$ cat config.mk
export PLATFORM = sky130hd
export DESIGN_NAME = idx_sync_barrier
export DESIGN_NICKNAME = d
export VERILOG_FILES = /design/src/rtl/idx_sync_barrier.sv
export SDC_FILE = /design/constraint.sdc
export NUM_CORES = 1
export LEC_CHECK = 0
export BUFFER_PORTS_ARGS = -buffer_cell sky130_fd_sc_hd__buf_4
export CELL_PAD_IN_SITES_DETAIL_PLACEMENT = 1
export CELL_PAD_IN_SITES_GLOBAL_PLACEMENT = 1
export CORE_MARGIN = 2
export CORE_UTILIZATION = 42
export CTS_CLUSTER_DIAMETER = 120
export DETAILED_ROUTE_END_ITERATION = 6
export GPL_TIMING_DRIVEN = 0
export PLACE_DENSITY = 0.82
export SLEW_MARGIN = 20
export SYNTH_ARGS = -nofsm -noshare
export SYNTH_HDL_FRONTEND = slang
export SYNTH_SLANG_ARGS = --single-unit
$ cat constraint.sdc
create_clock -name clk_i -period 2.8 [get_ports clk_i]
set_input_delay 0.56 -clock clk_i [delete_from_list [all_inputs] [get_ports clk_i]]
set_output_delay 0.56 -clock clk_i [all_outputs]
set_load 0.01 [all_outputs]
$ cat src/rtl/idx_sync_barrier.sv
// idx_sync_barrier: reusable barrier between the per-cluster vector macros
// and the global load/store unit. Each active cluster reports idx_completed;
// once every active cluster has reported, all active clusters receive a
// single-cycle idx_completed_sync pulse. The block also keeps a count of
// released barriers and a sticky duplicate-arrival error flag.
//
// Optional build macro: IDX_SYNC_TIMEOUT_EN
//    When defined, a watchdog counts cycles spent collecting arrivals and
//    raises the sticky timeout_o flag after TimeoutCycles cycles. When it is
//    not defined, timeout_o is tied to 0 and no counter exists.
module idx_sync_barrier #(
   parameter int NrClusters    = 4,
   parameter int CntWidth      = 16,
   parameter int TimeoutCycles = 1024,
   localparam int NumW         = $clog2(NrClusters) + 1
) (
   input  logic                  clk_i,
   input  logic                  rst_ni,
   input  logic [NumW-1:0]       num_clusters_i,
   input  logic [NrClusters-1:0] idx_completed_i,
   output logic [NrClusters-1:0] idx_completed_sync_o,
   output logic                  barrier_busy_o,
   output logic [CntWidth-1:0]   barrier_cnt_o,
   output logic                  error_o,
   output logic                  timeout_o
);

   typedef enum logic [1:0] {
      IDLE    = 2'd0,
      COLLECT = 2'd1,
      RELEASE = 2'd2
   } state_t;

   localparam logic [NumW-1:0] NrMax = NumW'(NrClusters);

   state_t                  state_q;
   logic [NrClusters-1:0]   arr_q;
   logic [NumW-1:0]         num_q;
   logic [NrClusters-1:0]   sync_q;
   logic                    busy_q;
   logic [CntWidth-1:0]     bcnt_q;
   logic                    err_q;

   logic [NumW-1:0]         num_clamped;
   logic [NrClusters-1:0]   mask_in;
   logic [NrClusters-1:0]   mask_q;
   logic [NrClusters-1:0]   eff_mask;
   logic [NrClusters-1:0]   act;
   logic [NrClusters-1:0]   dup;
   logic                    any_act;
   logic                    done;

   // Clamp the requested cluster count into the legal range 1..NrClusters.
   always_comb begin
      num_clamped = num_clusters_i;
      if (num_clusters_i == '0) begin
         num_clamped = NumW'(1);
      end else if (num_clusters_i > NrMax) begin
         num_clamped = NrMax;
      end
   end

   // Thermometer masks: one from the live (clamped) input, one from the
   // count latched at the start of the current barrier.
   for (genvar gi = 0; gi < NrClusters; gi++) begin : g_mask
      assign mask_in[gi] = (NumW'(gi) < num_clamped);
      assign mask_q[gi]  = (NumW'(gi) < num_q);
   end

   // Arrival qualification and completion detection. Outside COLLECT a new
   // barrier may start this cycle, so the live count defines who is active.
   always_comb begin
      eff_mask = (state_q == COLLECT) ? mask_q : mask_in;
      act      = idx_completed_i & eff_mask;
      dup      = arr_q & act;
      any_act  = |act;
      done     = (((arr_q | act) & eff_mask) == eff_mask);
   end

   // Barrier state machine with registered release, busy, count and error.
   always_ff @(posedge clk_i or negedge rst_ni) begin
      if (!rst_ni) begin
         state_q <= IDLE;
         arr_q   <= '0;
         num_q   <= NumW'(1);
         sync_q  <= '0;
         busy_q  <= 1'b0;
         bcnt_q  <= '0;
         err_q   <= 1'b0;
      end else begin
         sync_q <= '0;
         if (|dup) begin
            err_q <= 1'b1;
         end
         case (state_q)
            IDLE, RELEASE: begin
               if (state_q == RELEASE) begin
                  bcnt_q <= bcnt_q + CntWidth'(1);
               end
               if (any_act) begin
                  // First arrival of a new barrier fixes the active count.
                  num_q  <= num_clamped;
                  busy_q <= 1'b1;
                  if (done) begin
                     state_q <= RELEASE;
                     sync_q  <= mask_in;
                     arr_q   <= '0;
                  end else begin
                     state_q <= COLLECT;
                     arr_q   <= act;
                  end
               end else begin
                  state_q <= IDLE;
                  arr_q   <= '0;
                  busy_q  <= 1'b0;
               end
            end
            COLLECT: begin
               busy_q <= 1'b1;
               if (done) begin
                  state_q <= RELEASE;
                  sync_q  <= mask_q;
                  arr_q   <= '0;
               end else begin
                  arr_q <= arr_q | act;
               end
            end
            default: begin
               state_q <= IDLE;
               arr_q   <= '0;
               busy_q  <= 1'b0;
            end
         endcase
      end
   end

   assign idx_completed_sync_o = sync_q;
   assign barrier_busy_o       = busy_q;
   assign barrier_cnt_o        = bcnt_q;
   assign error_o              = err_q;

`ifdef IDX_SYNC_TIMEOUT_EN
   localparam int TmoW = $clog2(TimeoutCycles + 1);

   logic [TmoW-1:0] tmo_cnt_q;
   logic            tmo_q;

   // Watchdog: counts cycles spent in COLLECT, saturates, and flags a
   // stalled barrier without disturbing the collected arrivals.
   always_ff @(posedge clk_i or negedge rst_ni) begin
      if (!rst_ni) begin
         tmo_cnt_q <= '0;
         tmo_q     <= 1'b0;
      end else if (state_q == COLLECT) begin
         if (tmo_cnt_q == TmoW'(TimeoutCycles - 1)) begin
            tmo_q <= 1'b1;
         end
         if (tmo_cnt_q != TmoW'(TimeoutCycles)) begin
            tmo_cnt_q <= tmo_cnt_q + TmoW'(1);
         end
      end else begin
         tmo_cnt_q <= '0;
      end
   end

   assign timeout_o = tmo_q;
`else
   logic unused_tmo_cfg;
   assign unused_tmo_cfg = (TimeoutCycles > 0);
   assign timeout_o      = 1'b0;
`endif

endmodule
==> results of run 1 <==
-- power breakdown --
group / internal (W) / switching (W)
clock network: 0.000193 / 0.000159
registers: 0.000571 / 0.000119
logic: 0.000336 / 0.000370
-- through the flow --
| step | utilization | worst slack (ps) |
|---|---|---|
| 5_1_grt | 0.5347 | 648.8 |
| 3_3_place_gp | 0.5104 | 791.8 |
| 2_1_floorplan | - | 878.4 |
| 4_1_cts | 0.5347 | 737.0 |
| 6_report | 0.5347 | 752.6 |
| 3_5_place_dp | 0.5104 | 755.2 |
-- layout make-up --
type                            instances  share of cell area
Buffer                                  7             0.02206
Clock buffer                            6             0.04283
Clock inverter                          1            0.002596
Inverter                                6             0.01168
Multi-Input combinational cell         93              0.3699
Sequential cell                        31              0.4030
Tap cell                               48             0.03115
Timing Repair Buffer                   30              0.1168
-- cells in the final DEF, fill, tap and decap left out, drive strengths merged, types with 2 or more instances in the layout --
| cell | synthesis | routed |
|---|---|---|
| mux2 | 4 | 4 |
| o21ai | 3 | 3 |
| a221oi | 3 | 3 |
| nand2b | 3 | 3 |
| buf | 4 | 34 |
| xor2 | 2 | 2 |
| xnor2 | 13 | 13 |
| clkbuf | 3 | 9 |
| a211oi | 2 | 2 |
| mux2i | 2 | 2 |
| nand2 | 11 | 11 |
| a21oi | 4 | 4 |
| and2 | 3 | 3 |
| o21a | 3 | 3 |
| nand3 | 6 | 6 |
| nor2b | 3 | 3 |
| inv | 6 | 6 |
| nor2 | 8 | 8 |
| dfrtp | 30 | 30 |
| and3 | 2 | 2 |
| and4 | 3 | 3 |
-- metal layers --
layer	up-vias	track usage	share of wire
li1	547	-	-
met1	575	0.2126	0.41
met2	37	0.3235	0.53
met3	6	0.04340	0.051
met4	0	0.06383	0.015
met5	-	0	0
-- worst min-delay path by stage --
stage                        start                      endpoint  slack (ps)
5_1_grt                     rst_ni  barrier_cnt_o[3]$_DFFE_PN0P_         220
3_5_place_dp   error_o$_DFFE_PN0P_           error_o$_DFFE_PN0P_         460
6_report                    rst_ni  barrier_cnt_o[8]$_DFFE_PN0P_         200
2_1_floorplan               rst_ni            arr_q[0]$_DFF_PN0_         260
4_1_cts                     rst_ni  barrier_cnt_o[9]$_DFFE_PN0P_         210
3_3_place_gp   error_o$_DFFE_PN0P_           error_o$_DFFE_PN0P_         460
-- cells by family after synthesis --
group                    share of synthesized area
AND/OR/NAND/NOR                             0.1577
flip-flops                                  0.4996
adder cells (fa/ha/maj)                   0.008044
AO/OA/AOI/OAI                               0.1641
XOR/XNOR                                   0.08448
multiplexers                               0.04183
buffers and inverters                      0.04183
other                                     0.002411
-- flip-flops by register name, indices dropped and copies added (netlist names) --
name,flops
barrier_cnt_o,16
arr_q,4
idx_completed_sync_o,4
num_q,3
state_q,2
barrier_busy_o,1
error_o,1
-- critical path, stage by stage, from the launching register on --
cell and delay (ps):
dfrtp_1 370, buf_6 140, or4b_4 560, o311ai_4 130
o211ai_4 180, o21bai_4 200, mux2_2 350
==> impl_metrics.json, run 1 <==
{
  "num_rows": 22,
  "syn2layout_area_growth_pct": 23.97,
  "antenna_cells": 0,
  "worstPathMaxFanout": 9,
  "yosysTopAreaCell": "dfrtp_1",
  "fin_crit_sh": 0.7312,
  "grt_pass1_wl_um": 5747,
  "drive_above_1_share": 0.2989,
  "cts_setup_buffers": 0,
  "fin_cells": 222,
  "io_pins": 32,
  "outcome": "complete, no violations",
  "power.density_nw_per_um2": 905.5,
  "placement.cell_area_um2": 1841,
  "dp_hpwl_um": 2536,
  "dieArea_um2": 4206,
  "clockRootBuffer": "clkbuf_8",
  "ff2ff_setup_slack_ps": 750,
  "clock-sinks": 31,
  "die_x_um": 64.85,
  "rsz0062_at_grt": "false",
  "synth-edff-count": 0,
  "worstSetupStartpointType": "register",
  "nets": 184,
  "period_needed_ps": 2047,
  "hold_path.class": "input port to asynchronous set/reset pin",
  "startpoint": "state_q[1]$_DFFE_PN0P_",
  "grt_pass1_vias": 1193,
  "ys_ff_latch": 31,
  "synthTopCellsByArea": "dfrtp_1, xnor2_1, mux2_2",
  "multi_input_area_um2": 713.2,
  "fin_area_um2": 1928,
  "fillCellCount": 412,
  "grt_max_degree": 32,
  "cts_resized": 0,
  "synth_most_common_cell": "dfrtp_1",
  "clkTransAtPathRegs_ps": 70,
  "insertion_delay_ps": 280,
  "vias": 1165,
  "cts-buffers-inserted": 5,
  "p_total_w": 0.001746,
  "overflow": 0,
  "ir_drop_uv": 405.7,
  "end_kind": "register",
  "rr_startpoint": "state_q[1]$_DFFE_PN0P_",
  "via_per_inst": 5.248,
  "total_leakage_power_nw": 0.8808,
  "ctsHtreeMaxLevel": 2,
  "drt_iter0_drc": 46,
  "synthArstFlopShare": 1.000,
  "drcViolationCount": 0,
  "synth_nets": 147,
  "grt_util_all_layers": 0.1819,
  "port_buffers": 30,
  "initial_utilization": 0.4313,
  "regArea_um2": 777.0,
  "coreArea_um2": 3606,
  "cp.required_ps": 2960,
  "synthCells": 137,
  "synth.distinct_cells": 42,
  "cp_data_arrival_time_ps": 2210,
  "fmax_ghz": 0.4884,
  "cts_tree": "built",
  "timing.hold.ws_ps": 201.2,
  "placed_cells": 215,
  "drtAntennaViolNets": 0,
  "cap_violations": 0,
  "clockBufferDepth": 2,
  "synthTopCellsByCount": "dfrtp_1, xnor2_1, nand2_1, nor2_1",
  "endpoint": "num_q[2]$_DFFE_PN0P_",
  "die_y_um": 64.85,
  "antenna_found_initial": 0,
  "hold_violations": 0,
  "post_drt_wl_per_cell_um": 15.10,
  "syn_area_per_cell_um2": 11.35,
  "drt_pass1_iterations": 4,
  "seq_area_frac_synth": 0.4996,
  "setup_viol": 0,
  "wl_um": 3352,
  "worstReg2RegEnd": "num_q[2]$_DFFE_PN0P_",
  "gp_congestion": 0.7869,
  "ys_warn_count": 0,
  "slew_violations": 0,
  "synth_top_area_share": 0.4827,
  "setup_tns_ps": 0,
  "synth_ff_type": "dfrtp_1",
  "path_class": "register to register",
  "worstRegToRegCells": 6,
  "synth_area_um2": 1555,
  "skew_ps": 3.880,
  "ctsHoldBuffers": 0
}
Power figures use the tool's default switching activity.
==> inputs of run 2 (changes only) <==
Clock period 2.8 ns to 1.9 ns, I/O delays scaled along.
==> run 2 against run 1 <==
The flow now finishes with violations (setup timing). Power is 60% higher. Maximum frequency grew 7.6%. Critical path depth shrank 1. Clock power is 36% higher. Non-clock buffer count grew 8. Critical path type unchanged. Largest power group unchanged. Highest routed layer unchanged.
==> impl_metrics.json, run 2 (same netlist as run 1, synthesis figures left out) <==
{
  "ctsHtreeMaxLevel": 2,
  "p_clk_frac": 0.172,
  "grt_pass1_wl_um": 6320,
  "place_ws_ps": -100.8,
  "io_pins": 32,
  "antenna_found_initial": 0,
  "crit_path_top_delay_cell": "or4b_4",
  "setup_viol": 1,
  "violations": "setup timing",
  "clockBufferDepth": 2,
  "grt_max_degree": 32,
  "coreArea_um2": 3606,
  "hold_path.class": "input port to asynchronous set/reset pin",
  "die_x_um": 64.85,
  "cap_violations": 0,
  "gp_congestion": 0.8195,
  "p_total_w": 0.002790,
  "largest_reg_flops": 16,
  "outcome": "complete, but fails checks",
  "p_sw_frac": 0.3653,
  "power.density_nw_per_um2": 1375,
  "antenna_cells": 0,
  "path_class": "register to register",
  "mostFrequentLayoutCells": "buf_4, dfrtp_1, xnor2_1, nand2_1, nor2_1",
  "vias": 1223,
  "fin_crit_sh": 1.002,
  "drt_iter0_drc": 24,
  "path_buf_inv": 0,
  "dieArea_um2": 4206,
  "num_rows": 22,
  "wl_um": 3718,
  "cp_data_arrival_time_ps": 2060,
  "cts_tree": "built",
  "total_leakage_power_nw": 0.9342,
  "fmax_ghz": 0.5253,
  "drcViolationCount": 0,
  "pwr-share-comb": 0.468,
  "cp_cell_sequence": "or4b_4 > o311ai_4 > o211ai_4 > o21bai_4 > mux2_4",
  "fin_area_um2": 2029,
  "drtAntennaViolNets": 0,
  "grt_util_all_layers": 0.1979,
  "grt_pass1_vias": 1344,
  "post-route-util": 0.5628,
  "drt_pass1_iterations": 4,
  "dp_hpwl_um": 2548,
  "drive_above_1_share": 0.3661,
  "worst_slack_ps": -3.547,
  "regArea_um2": 780.7,
  "intPower_w": 0.001771,
  "period_needed_ps": 1904,
  "switching_power_w": 0.001019,
  "clockRootBuffer": "clkbuf_8",
  "port_buffers": 30,
  "skew_ps": 3.849,
  "worstSetupStartpointType": "register",
  "fillCellCount": 412,
  "initial_utilization": 0.4313,
  "slew_violations": 0,
  "post_drt_wl_per_cell_um": 16.10,
  "cp_top_family": "simple AND/OR/NAND/NOR gates",
  "nets": 192,
  "via_per_inst": 5.294,
  "rsz0062_at_grt": "true",
  "worstPathMaxFanout": 4,
  "insertion_delay_ps": 280,
  "syn2layout_area_growth_pct": 30.49,
  "overflow": 0,
  "placement.cell_area_um2": 1841,
  "multi_input_area_um2": 738.2,
  "pwr-share-seq": 0.360,
  "die_y_um": 64.85,
  "clkTransAtPathRegs_ps": 60,
  "cp.required_ps": 2060,
  "max_stage_delay_ps": 570,
  "hold_violations": 0,
  "cts-buffers-inserted": 5,
  "layout_commonest_cell": "buf_4",
  "end_kind": "register",
  "clock-sinks": 31,
  "ir_drop_uv": 816.6
}
## run 2: power by group through the flow
stage / combinational [W] / clock [W] / sequential (W)
2_1_floorplan: 0.000689 / 0 / 0.00102
3_5_place_dp: 0.00104 / 0 / 0.00102
3_3_place_gp: 0.00101 / 0 / 0.00101
4_1_cts: 0.00123 / 0.000495 / 0.000989
6_report: 0.00130 / 0.000480 / 0.00101
5_1_grt: 0.00143 / 0.000530 / 0.00103
## run 2: what timing repair did
action,CTS,global route
hold endpoints to repair,0,0
setup buffers,7,3
setup endpoints to repair,5,13
hold buffers,0,0
resized for setup,8,6
pin swaps,3,2
## run 2: final timing paths
kind	end	startpoint	slack, ps	cells past startpoint
min reg2reg	error_o$_DFFE_PN0P_	error_o$_DFFE_PN0P_	470	1
max in group asynchronous	num_q[0]$_DFFE_PN1P_	rst_ni	1560	1
max reg2reg	num_q[1]$_DFFE_PN0P_	num_q[1]$_DFFE_PN0P_	-4	5
min in group clk_i	arr_q[3]$_DFF_PN0_	idx_completed_i[3]	440	3
max	num_q[1]$_DFFE_PN0P_	num_q[1]$_DFFE_PN0P_	-4	5
min	barrier_cnt_o[8]$_DFFE_PN0P_	rst_ni	20	1
## run 2: metrics by stage
step           instances  hold slack (ps)  setup TNS [ps]
2_1_floorplan        137            84.41               0
5_1_grt              231            41.55          -166.7
3_3_place_gp         215            329.4          -251.7
4_1_cts              230            33.49          -57.22
6_report             231            20.36          -3.547
3_5_place_dp         215            336.3          -321.5
## run 2: final cells by class
type / count / area share
timing repair buffer: 40 / 0.1541
clock inverter: 1 / 0.002466
tap: 48 / 0.02959
buffer: 5 / 0.01665
multi-input combinational: 93 / 0.3637
inverter: 6 / 0.01110
sequential: 31 / 0.3847
clock buffer: 7 / 0.03761
## run 2: routing by layer
| metal | vias up | global-route usage | share of wire |
|---|---|---|---|
| met1 | 609 | 0.2171 | 0.39 |
| met5 | - | 0 | 0 |
| met2 | 36 | 0.3634 | 0.53 |
| met3 | 12 | 0.04861 | 0.055 |
| met4 | 0 | 0.07713 | 0.025 |
| li1 | 566 | - | - |
==> inputs of run 3 (changes only) <==
Settings changed: SKIP_LAST_GASP from default to 1.
==> run 3 against run 2 <==
The run still ends with setup timing left. Critical path depth unchanged. Flip-flop and latch count unchanged. Worst setup slack got worse by 16 ps. Wire length increased by 2.6%. Combinational power about the same. Critical endpoint unchanged. Largest cell class unchanged.
==> impl_metrics.json, run 3 (same netlist as run 1, synthesis figures left out) <==
{
  "outcome": "complete, but fails checks",
  "violations": "setup timing",
  "switching_power_w": 0.001031,
  "rsz0062_at_grt": "true",
  "cts-buffers-inserted": 5,
  "period_needed_ps": 1920,
  "drt_iter0_drc": 31,
  "cp_cell_sequence": "or4b_4 > o311ai_4 > o211ai_4 > o21bai_4 > mux2_4",
  "insertion_delay_ps": 280,
  "io_pins": 32,
  "total_leakage_power_nw": 0.9340,
  "path_class": "register to register",
  "wl_um": 3816,
  "intPower_w": 0.001765,
  "dp_hpwl_um": 2548,
  "fmax_ghz": 0.5210,
  "drt_pass1_iterations": 4,
  "clock-sinks": 31,
  "dieArea_um2": 4206,
  "use_met3": 0.04861,
  "grt_max_degree": 32,
  "vias": 1235,
  "post-route-util": 0.5618,
  "drcViolationCount": 0,
  "cts_tree": "built",
  "crit_path_top_delay_cell": "or4b_4",
  "grt_util_all_layers": 0.1979,
  "clkTransAtPathRegs_ps": 60,
  "die_y_um": 64.85,
  "setup_viol": 2,
  "clockRootBuffer": "clkbuf_8",
  "fillCellCount": 412,
  "post_drt_wl_per_cell_um": 16.52,
  "syn2layout_area_growth_pct": 30.25,
  "drtAntennaViolNets": 0,
  "setup_tns_ps": -31.80,
  "power.density_nw_per_um2": 1380,
  "antenna_cells": 0,
  "gp_congestion": 0.8195,
  "hold_violations": 0,
  "drive_above_1_share": 0.3607,
  "coreArea_um2": 3606,
  "layout_commonest_cell": "buf_4",
  "skew_ps": 3.402,
  "via_per_inst": 5.346,
  "initial_utilization": 0.4313,
  "grt_pass1_wl_um": 6320,
  "worstSetupStartpointType": "register",
  "largest_reg_flops": 16,
  "die_x_um": 64.85,
  "end_kind": "register",
  "met1_usage": 0.2171,
  "cap_violations": 0,
  "grt_busiest_layer": "met2",
  "grt_pass1_vias": 1344,
  "hold_path.class": "input port to asynchronous set/reset pin",
  "worstPathMaxFanout": 4,
  "port_buffers": 30,
  "mostFrequentLayoutCells": "buf_4, dfrtp_1, xnor2_1, nand2_1, nor2_1",
  "met2_usage": 0.3634,
  "cp.required_ps": 2060,
  "pwr-share-comb": 0.469,
  "path_buf_inv": 0,
  "p_clk_frac": 0.171,
  "fin_crit_sh": 1.010,
  "num_rows": 22,
  "clockBufferDepth": 2,
  "max_stage_delay_ps": 570,
  "p_total_w": 0.002796,
  "worst_slack_ps": -19.53,
  "cp_top_family": "simple AND/OR/NAND/NOR gates",
  "overflow": 0,
  "pwr-share-seq": 0.360,
  "nets": 192,
  "cp_data_arrival_time_ps": 2080,
  "antenna_found_initial": 0,
  "ir_drop_uv": 615.1,
  "p_sw_frac": 0.3688,
  "ctsHtreeMaxLevel": 2,
  "slew_violations": 0
}
==> run 3: changes by cell type in the layout (fill, tap and decap cells not counted) <==
cell,change
clkbuf_4,-1
buf_2,+1
and4_1,+1
and4_2,-1
==> run 3: area by class of cell <==
class | instances | area [µm²] | area share
clock buffers | 7 | 76.32 | 0.03768
repair buffers | 40 | 312.8 | 0.1544
clock inverters | 1 | 5.005 | 0.002471
flip-flops and latches | 31 | 780.7 | 0.3854
inverters | 6 | 22.52 | 0.01112
multi-input cells | 93 | 737.0 | 0.3638
plain buffers | 5 | 31.28 | 0.01544
well taps | 48 | 60.06 | 0.02965
==> run 3: power by group through the flow <==
stage               clock, W  sequential [W]  combinational, W
floorplan                  0         0.00102          0.000689
global placement           0         0.00101           0.00101
detailed placement         0         0.00102           0.00104
CTS                 0.000495        0.000989           0.00123
global route        0.000529         0.00103           0.00142
finish              0.000479         0.00101           0.00131
==> run 3: routing by layer <==
layer,wire length (µm),vias up
li1,-,564
met1,1460,621
met2,2097,41
met3,193,9
met4,64,0
met5,0,-
==> run 3: final timing paths <==
check	depth (start not counted)	to	slack [ps]	from
setup / recovery	5	num_q[1]$_DFFE_PN0P_	-20	num_q[1]$_DFFE_PN0P_
hold / removal	1	barrier_cnt_o[8]$_DFFE_PN0P_	20	rst_ni
setup reg to reg	5	num_q[1]$_DFFE_PN0P_	-20	num_q[1]$_DFFE_PN0P_
hold reg to reg	1	error_o$_DFFE_PN0P_	480	error_o$_DFFE_PN0P_
max in group asynchronous	1	num_q[0]$_DFFE_PN1P_	1560	rst_ni
min in group clk_i	3	arr_q[3]$_DFF_PN0_	440	idx_completed_i[3]
==> run 3: repair_timing <==
| item | 4_1_cts | 5_1_grt |
|---|---|---|
| resized for setup | 8 | 4 |
| hold buffers | 0 | 0 |
| buffers inserted | 7 | 3 |
| setup endpoints to repair | 5 | 13 |
| pin swaps | 3 | 2 |
==> run 3: stage by stage <==
stage	hold WS, ps	worst slack (ps)	instance area (µm²)	std cells
after floorplan	84.41	4.627	1555	137
after global placement	329.4	-92.29	1841	215
after detailed placement	336.3	-100.8	1841	215
after CTS	33.49	-22.06	1999	230
after global routing	41.55	-76.95	2026	231
final	20.96	-19.53	2026	231
